[src/rtl/alu_arbiter.sv]
// Two-requester ALU front end: arbitrates between requesters, runs the granted
// operation through a shared ALU and holds the result in a one-deep output slot.

module alu (
  input  logic [7:0] a,
  input  logic [7:0] b,
  input  logic [3:0] op,
  output logic [7:0] y
);

  // Combinational operation decode
  always_comb begin
    y = 8'h00;
    unique case (op)
      4'b0000: y = a;
      4'b0001: y = b;
      4'b0010: y = {a[6:0], 1'b0};
      4'b0011: y = a + b;
      4'b0100: y = a - b;
      4'b0101: y = a & b;
      4'b0110: y = a | b;
      4'b0111: y = a ^ b;
      default: y = 8'h00;
    endcase
  end

endmodule

module alu_arbiter #(
  parameter int unsigned RR = 1
) (
  input  logic       clk,
  input  logic       rst,
  input  logic       req0_valid,
  output logic       req0_ready,
  input  logic [7:0] req0_a,
  input  logic [7:0] req0_b,
  input  logic [3:0] req0_op,
  input  logic       req1_valid,
  output logic       req1_ready,
  input  logic [7:0] req1_a,
  input  logic [7:0] req1_b,
  input  logic [3:0] req1_op,
  output logic       rsp_valid,
  input  logic       rsp_ready,
  output logic [7:0] rsp_y,
  output logic       rsp_id,
  output logic [7:0] done_cnt
);

  localparam int unsigned DW  = 8;
  localparam int unsigned OPW = 4;
  localparam int unsigned CW  = 8;

  typedef enum logic {
    EMPTY = 1'b0,
    FULL  = 1'b1
  } state_e;

  state_e           state_q, state_d;
  logic [DW-1:0]    rsp_y_q, rsp_y_d;
  logic             rsp_id_q, rsp_id_d;
  logic [CW-1:0]    done_cnt_q, done_cnt_d;
  logic             last_grant_q, last_grant_d;

  logic             win_c;
  logic             slot_free_c;
  logic             accept_c;
  logic             drain_c;
  logic [DW-1:0]    alu_a_c, alu_b_c, alu_y_c;
  logic [OPW-1:0]   alu_op_c;

  // Grant winner: depends only on valids and the priority pointer, never on operands
  always_comb begin
    win_c = 1'b0;
    if (RR != 0) begin
      if (req0_valid && req1_valid) win_c = ~last_grant_q;
      else                          win_c = req1_valid;
    end else begin
      win_c = ~req0_valid;
    end
  end

  // Handshake qualification; readys are forced low while reset is asserted
  always_comb begin
    slot_free_c = (state_q == EMPTY) || rsp_ready;
    req0_ready  = !rst && slot_free_c && req0_valid && !win_c;
    req1_ready  = !rst && slot_free_c && req1_valid &&  win_c;
    accept_c    = req0_ready || req1_ready;
    drain_c     = (state_q == FULL) && rsp_ready;
  end

  // Route the granted requester's operands to the shared ALU
  always_comb begin
    alu_a_c  = win_c ? req1_a  : req0_a;
    alu_b_c  = win_c ? req1_b  : req0_b;
    alu_op_c = win_c ? req1_op : req0_op;
  end

  alu u_alu (
    .a  (alu_a_c),
    .b  (alu_b_c),
    .op (alu_op_c),
    .y  (alu_y_c)
  );

  // Slot FSM next state, result capture, pointer and delivery counter
  always_comb begin
    state_d      = state_q;
    rsp_y_d      = rsp_y_q;
    rsp_id_d     = rsp_id_q;
    done_cnt_d   = done_cnt_q;
    last_grant_d = last_grant_q;

    unique case (state_q)
      EMPTY:   if (accept_c) state_d = FULL;
      FULL:    if (drain_c && !accept_c) state_d = EMPTY;
      default: state_d = EMPTY;
    endcase

    if (accept_c) begin
      rsp_y_d      = alu_y_c;
      rsp_id_d     = win_c;
      last_grant_d = win_c;
    end

    if (drain_c) done_cnt_d = done_cnt_q + CW'(1);
  end

  // State register; reset discards any pending result
  always_ff @(posedge clk) begin
    if (rst) begin
      state_q      <= EMPTY;
      rsp_y_q      <= '0;
      rsp_id_q     <= 1'b0;
      done_cnt_q   <= '0;
      last_grant_q <= 1'b1;
    end else begin
      state_q      <= state_d;
      rsp_y_q      <= rsp_y_d;
      rsp_id_q     <= rsp_id_d;
      done_cnt_q   <= done_cnt_d;
      last_grant_q <= last_grant_d;
    end
  end

  assign rsp_valid = (state_q == FULL);
  assign rsp_y     = rsp_y_q;
  assign rsp_id    = rsp_id_q;
  assign done_cnt  = done_cnt_q;

endmodule

[config.mk]
export PLATFORM = sky130hd
export DESIGN_NAME = alu_arbiter
export DESIGN_NICKNAME = d
export VERILOG_FILES = /design/src/rtl/alu_arbiter.sv
export SDC_FILE = /design/constraint.sdc
export NUM_CORES = 1
export LEC_CHECK = 0
export CAP_MARGIN = 30
export CORE_ASPECT_RATIO = 1.75
export CORE_MARGIN = 5
export CORE_UTILIZATION = 30
export CTS_BUF_LIST = sky130_fd_sc_hd__clkbuf_8
export DETAILED_ROUTE_END_ITERATION = 8
export HOLD_SLACK_MARGIN = 0.1
export SYNTH_ARGS = -nofsm -noshare
export SYNTH_HDL_FRONTEND = slang
export SYNTH_SLANG_ARGS = --single-unit
[constraint.sdc]
create_clock -name clk -period 4.5 [get_ports clk]
set_input_delay 0.45 -clock clk [delete_from_list [all_inputs] [get_ports clk]]
set_output_delay 0.45 -clock clk [all_outputs]
set_load 0.05 [all_outputs]
# Yosys cells after proc, flatten, opt, wreduce, memory -nomap -nowiden
# Index checks and enable logic that the tools add are counted.
# Widths: inputs -> output; s select.
# totals
wordCells	42
register_bits	19
# op_classes
n_reduce_logical	14
bitwise	5
add_sub_neg	3
eq_ne	7
mux	8
# op_table
cell	count
$pmux 8 s8	1
$eq 4x3->1 const B	4
$mux 8	2
$add 8x1->8 const B	1
$add 8x8->8	1
$and 8x8->8	1
$eq 4x2->1 const B	2
$logic_and 1x1->1	8
$or 8x8->8	1
$sub 8x8->8	1
$xor 8x8->8	1
$eq 4x1->1 const B	1
$logic_not 4->1	1
$mux 4	1
$logic_not 1->1	3
$mux 1	3
$logic_or 1x1->1	2
$not 1->1	2
$pmux 1 s2	1

# Longest topological paths before layout
# depth
word_depth	10
ltp_mapped	15
ltp_nobuf	13

# Cells and area by module
# From an unflattened synthesis, not the netlist that was laid out.
# unflattened
hier_cells	278
hier_area_um2	2272.2
# by_module_without_submodules
module	area_per_inst_um2	cells_each	instances
alu	1193.6	159	1
alu_arbiter	1078.5	119	1

# Least setup slack after synthesis
# OpenSTA, ideal clock, no wires.
# synth_path
path_kind	input port to flip-flop
startpoint	in req1_valid
endpoint	reg rsp_y_q[7] (netlist: rsp_y[7])
t_arrival_ps	3465
stages	15
setup_time_ps	62
required_time_ps	4438
slack_ps	973
n_path_buf	4
path_cell_list	a21bo_1 buf_6 buf_6 buf_2 clkbuf_1 o311ai_0 xnor2_1 ha_1 nand2_1 nor3_1 a2111oi_2 a21oi_1 a31o_2 or3_1 nand3_1
# synth_between
elab_chain_cells	5
elab_cells_between_ends	24
cone_classes	2 x add/sub; 7 x eq/ne; 5 x mux; 3 x bitwise; 7 x reduce/logical
# synth_rtl
element	line_no	text
start, declared	39	input logic req1_valid,
$logic_and 1x1->1	77	if (req0_valid && req1_valid) win_c = ~last_grant_q;
$mux 1	77	
$mux 8 (tied with other cells)	95	alu_a_c = win_c ? req1_a : req0_a;
$sub 8x8->8 (tied with other cells)	19	4'b0100: y = a - b;
$pmux 8 s8 / $logic_or 1x1->1 (equally long branches)	14, 89	
end signal, assigned	140	rsp_y_q <= rsp_y_d;
end, declared	61	logic [DW-1:0] rsp_y_q, rsp_y_d;
# Parallel ways exist; a longest one is shown, timed or not.
# A chain may end at the register's enable or synchronous reset.

# Final worst setup path
# layout_path
startpoint	in req0_valid
endpoint	reg rsp_y_q[7] (netlist: rsp_y[7])
# layout_between
elab_chain_cells	5
elab_cells_between_ends	24
cone_classes	2 x add/sub; 7 x eq/ne; 5 x mux; 3 x bitwise; 7 x reduce/logical
# layout_rtl
element	line_no	text
start, declared	34	input logic req0_valid,
$logic_and 1x1->1	77	
$mux 1	77	
$mux 8 (tied with other cells)	95	
$sub 8x8->8 (tied with other cells)	19	
$pmux 8 s8 / $logic_or 1x1->1 (equally long branches)	14, 89	
# Parallel ways exist; a longest one is shown, timed or not.

==> impl_metrics.json <==
{
  "critPathTopFamily": "compound AO/OA/AOI/OAI gates",
  "ys_ff_latch": 19,
  "cts_tree": "done",
  "vdd_drop_max_uv": 70.7,
  "seqCellArea_sq_um": 380,
  "crit_path_cell_trace": "clkdlybuf4s50_1, a21bo_1, buf_4, mux2i_2, inv_2, o31ai_1, xnor2_1, ha_1, a21o_1, a31o_2, or3_1, nand3_1",
  "synth_cell_types": 57,
  "cts.clk_slew.worst_paths_ns": 0.06,
  "core_area_sq_um": 7510,
  "grt_setup_unrepaired": "false",
  "drc_errors": 0,
  "synth_top_area_share_pct": 16.7,
  "cts-root-buf": "clkbuf_8",
  "vias": 2480,
  "synthCells": 300,
  "stdcell_count": 452,
  "yosys_most_used_dff": "dfxtp_1",
  "leakagePower_nw": 1.26,
  "yosys-top-cells-count": "nand2_1, nor2_1, ha_1, dfxtp_1, mux2i_1",
  "yosys-top-cells-area": "dfxtp_1, ha_1, mux2i_1",
  "cts_resized": 0,
  "skew_ns": 0.000413,
  "nets": 431,
  "finalSetupViolations": 0,
  "yosysSeqAreaShare_pct": 16.7,
  "slew_headroom_pct": 48.4,
  "n_fill_cell": 812,
  "hold_viol_final": 0,
  "arrival_ns": 4.04,
  "yosysWarningCount": 0,
  "fin_hold_ws_ns": 0.470,
  "dp_slack_ns": 0.399,
  "final_area_sq_um": 3070,
  "grt_pass1_vias": 2496,
  "hold_buffers": 0,
  "syn_area_per_cell_sq_um": 7.59,
  "synthesis.area_sq_um": 2280,
  "grt_first_pass_wirelength_um": 11700,
  "cp.required_ns": 4.69,
  "antenna_found_initial": 0,
  "synth.most_common_cell": "nand2_1",
  "track_usage_pct": 15.6,
  "async_reset_ff_share_pct": 0,
  "grt_max_degree": 26,
  "synth-edff-count": 0,
  "hp-class": "register to register",
  "setup-tns-final_ns": 0,
  "area_growth_pct": 34.8,
  "drt-wirelength-per-cell_um": 16.2,
  "ios": 65,
  "critical_path_class": "input port to register",
  "fin_ws_ns": 0.655,
  "cts_setup_buffers": 0,
  "dpl.hpwl_um": 6300,
  "start_util_pct": 30.3,
  "clockBufferDepth": 2,
  "p_per_area_nw_per_um2": 222,
  "multi_input_area_sq_um": 1790,
  "fin_crit_ns": 3.84,
  "crit_fanout": 25,
  "status": "finished clean",
  "std_cell_rows": 42,
  "post-route-period-util_pct": 85.4,
  "detail_route.iter0.violations": 105,
  "port_buffers": 64,
  "place.gp.congestion": 0.954,
  "die_y_um": 125,
  "cts.sinks": 19,
  "fmax_ghz": 0.260,
  "drive_above_1_share_pct": 6.59,
  "dpl_cell_area_sq_um": 3030,
  "firstDrtPassIters": 4,
  "cts_buffers": 3,
  "via_per_inst": 5.49,
  "h-tree-depth": 1,
  "worst-path-buf-inv": 3,
  "clock_latency_ns": 0.25,
  "start_kind": "input port",
  "cap_viol_max_count": 0,
  "ant_nets": 0,
  "end_kind": "register",
  "overflow": 0,
  "finalMaxSlewViolations": 0,
  "fp.dieW_um": 75.9,
  "dieArea_sq_um": 9500,
  "netlist.top_cell.by_area": "dfxtp_1",
  "worst_pin_slew_ns": 0.766,
  "num_antenna_cells": 0,
  "postRouteWirelength_um": 7330,
  "max_stage_delay_ns": 0.55,
  "syn-num-nets": 366,
  "critical_path.slowest_cell": "clkdlybuf4s50_1",
  "dp.cells": 448
}
## layout by cell type, fill, tap and decap left out, types with 5 or more instances in the layout
cell type,synthesis,layout
clkdlybuf4s50_1,0,64
nand2_1,38,38
nor2_1,29,29
ha_1,20,20
dfxtp_1,19,19
mux2i_1,17,17
nand3_1,14,14
inv_1,11,12
xnor2_1,12,12
o21ai_0,11,11
a21oi_1,10,10
xor2_1,9,9
nor3_1,8,8
buf_4,0,8
and2_1,6,6
nor2b_1,6,6
o22ai_1,6,6
mux2_2,5,5
a31oi_1,5,5
## final timing paths
| path | from | endpoint | slack [ns] | cells after the start |
|---|---|---|---|---|
| worst min-delay path | rsp_y[7] | rsp_y[7] | 0.47 | 2 |
| worst max-delay path | req0_valid | rsp_y[7] | 0.66 | 12 |
| worst max register to register | last_grant_q | rsp_y[7] | 1.05 | 11 |
| worst min register to register | rsp_y[7] | rsp_y[7] | 0.47 | 2 |
## final cells by class
type	instances	share of cell area, %
inverters	13	1.59
flip-flops and latches	19	12.4
multi-input cells	256	58.1
clock inverters	1	0.122
well taps	88	3.59
clock buffers	3	1.34
repair buffers	72	22.8
## state kept, by name, indices dropped and copies added, names as in the netlist
register	count
done_cnt	8
last_grant_q	1
rsp_id	1
rsp_valid	1
rsp_y	8
## where the power goes
part,switching (mW),internal (mW),total (mW)
combinational,0.221,0.168,0.388
sequential,0.00633,0.178,0.184
clock,0.0495,0.0605,0.110
## metal layers
layer	routed length (um)	vias to the layer above	track usage, %
met3	328	29	1.37
met1	2670	1136	16.3
met4	387	0	8.24
li1	-	1225	-
met2	3950	90	28.8
met5	0	-	0
## tightest hold or removal path: cells and delay by family, from the launching register on
| kind | cells | cell delay [ns] |
|---|---|---|
| and+or+nand+nor | 2 | 0.10 |
| DFF | 1 | 0.32 |
## stage by stage
| step | util [%] | total power [mW] |
|---|---|---|
| 2_1_floorplan | - | 0.444 |
| 3_3_place_gp | 40.3 | 0.572 |
| 3_5_place_dp | 40.3 | 0.575 |
| 4_1_cts | 40.9 | 0.687 |
| 5_1_grt | 40.9 | 0.728 |
| 6_report | 40.9 | 0.683 |
## cell families after synthesis
group | after synthesis | synth area share, %
compound gates | 68 | 21.9
buf+inv | 25 | 4.89
mux | 24 | 11.2
simple gates | 122 | 25.4
flops | 19 | 16.7
xor+xnor | 21 | 8.08
fa+ha+maj | 21 | 11.9
No activity file was read; power rests on OpenSTA's default activity.
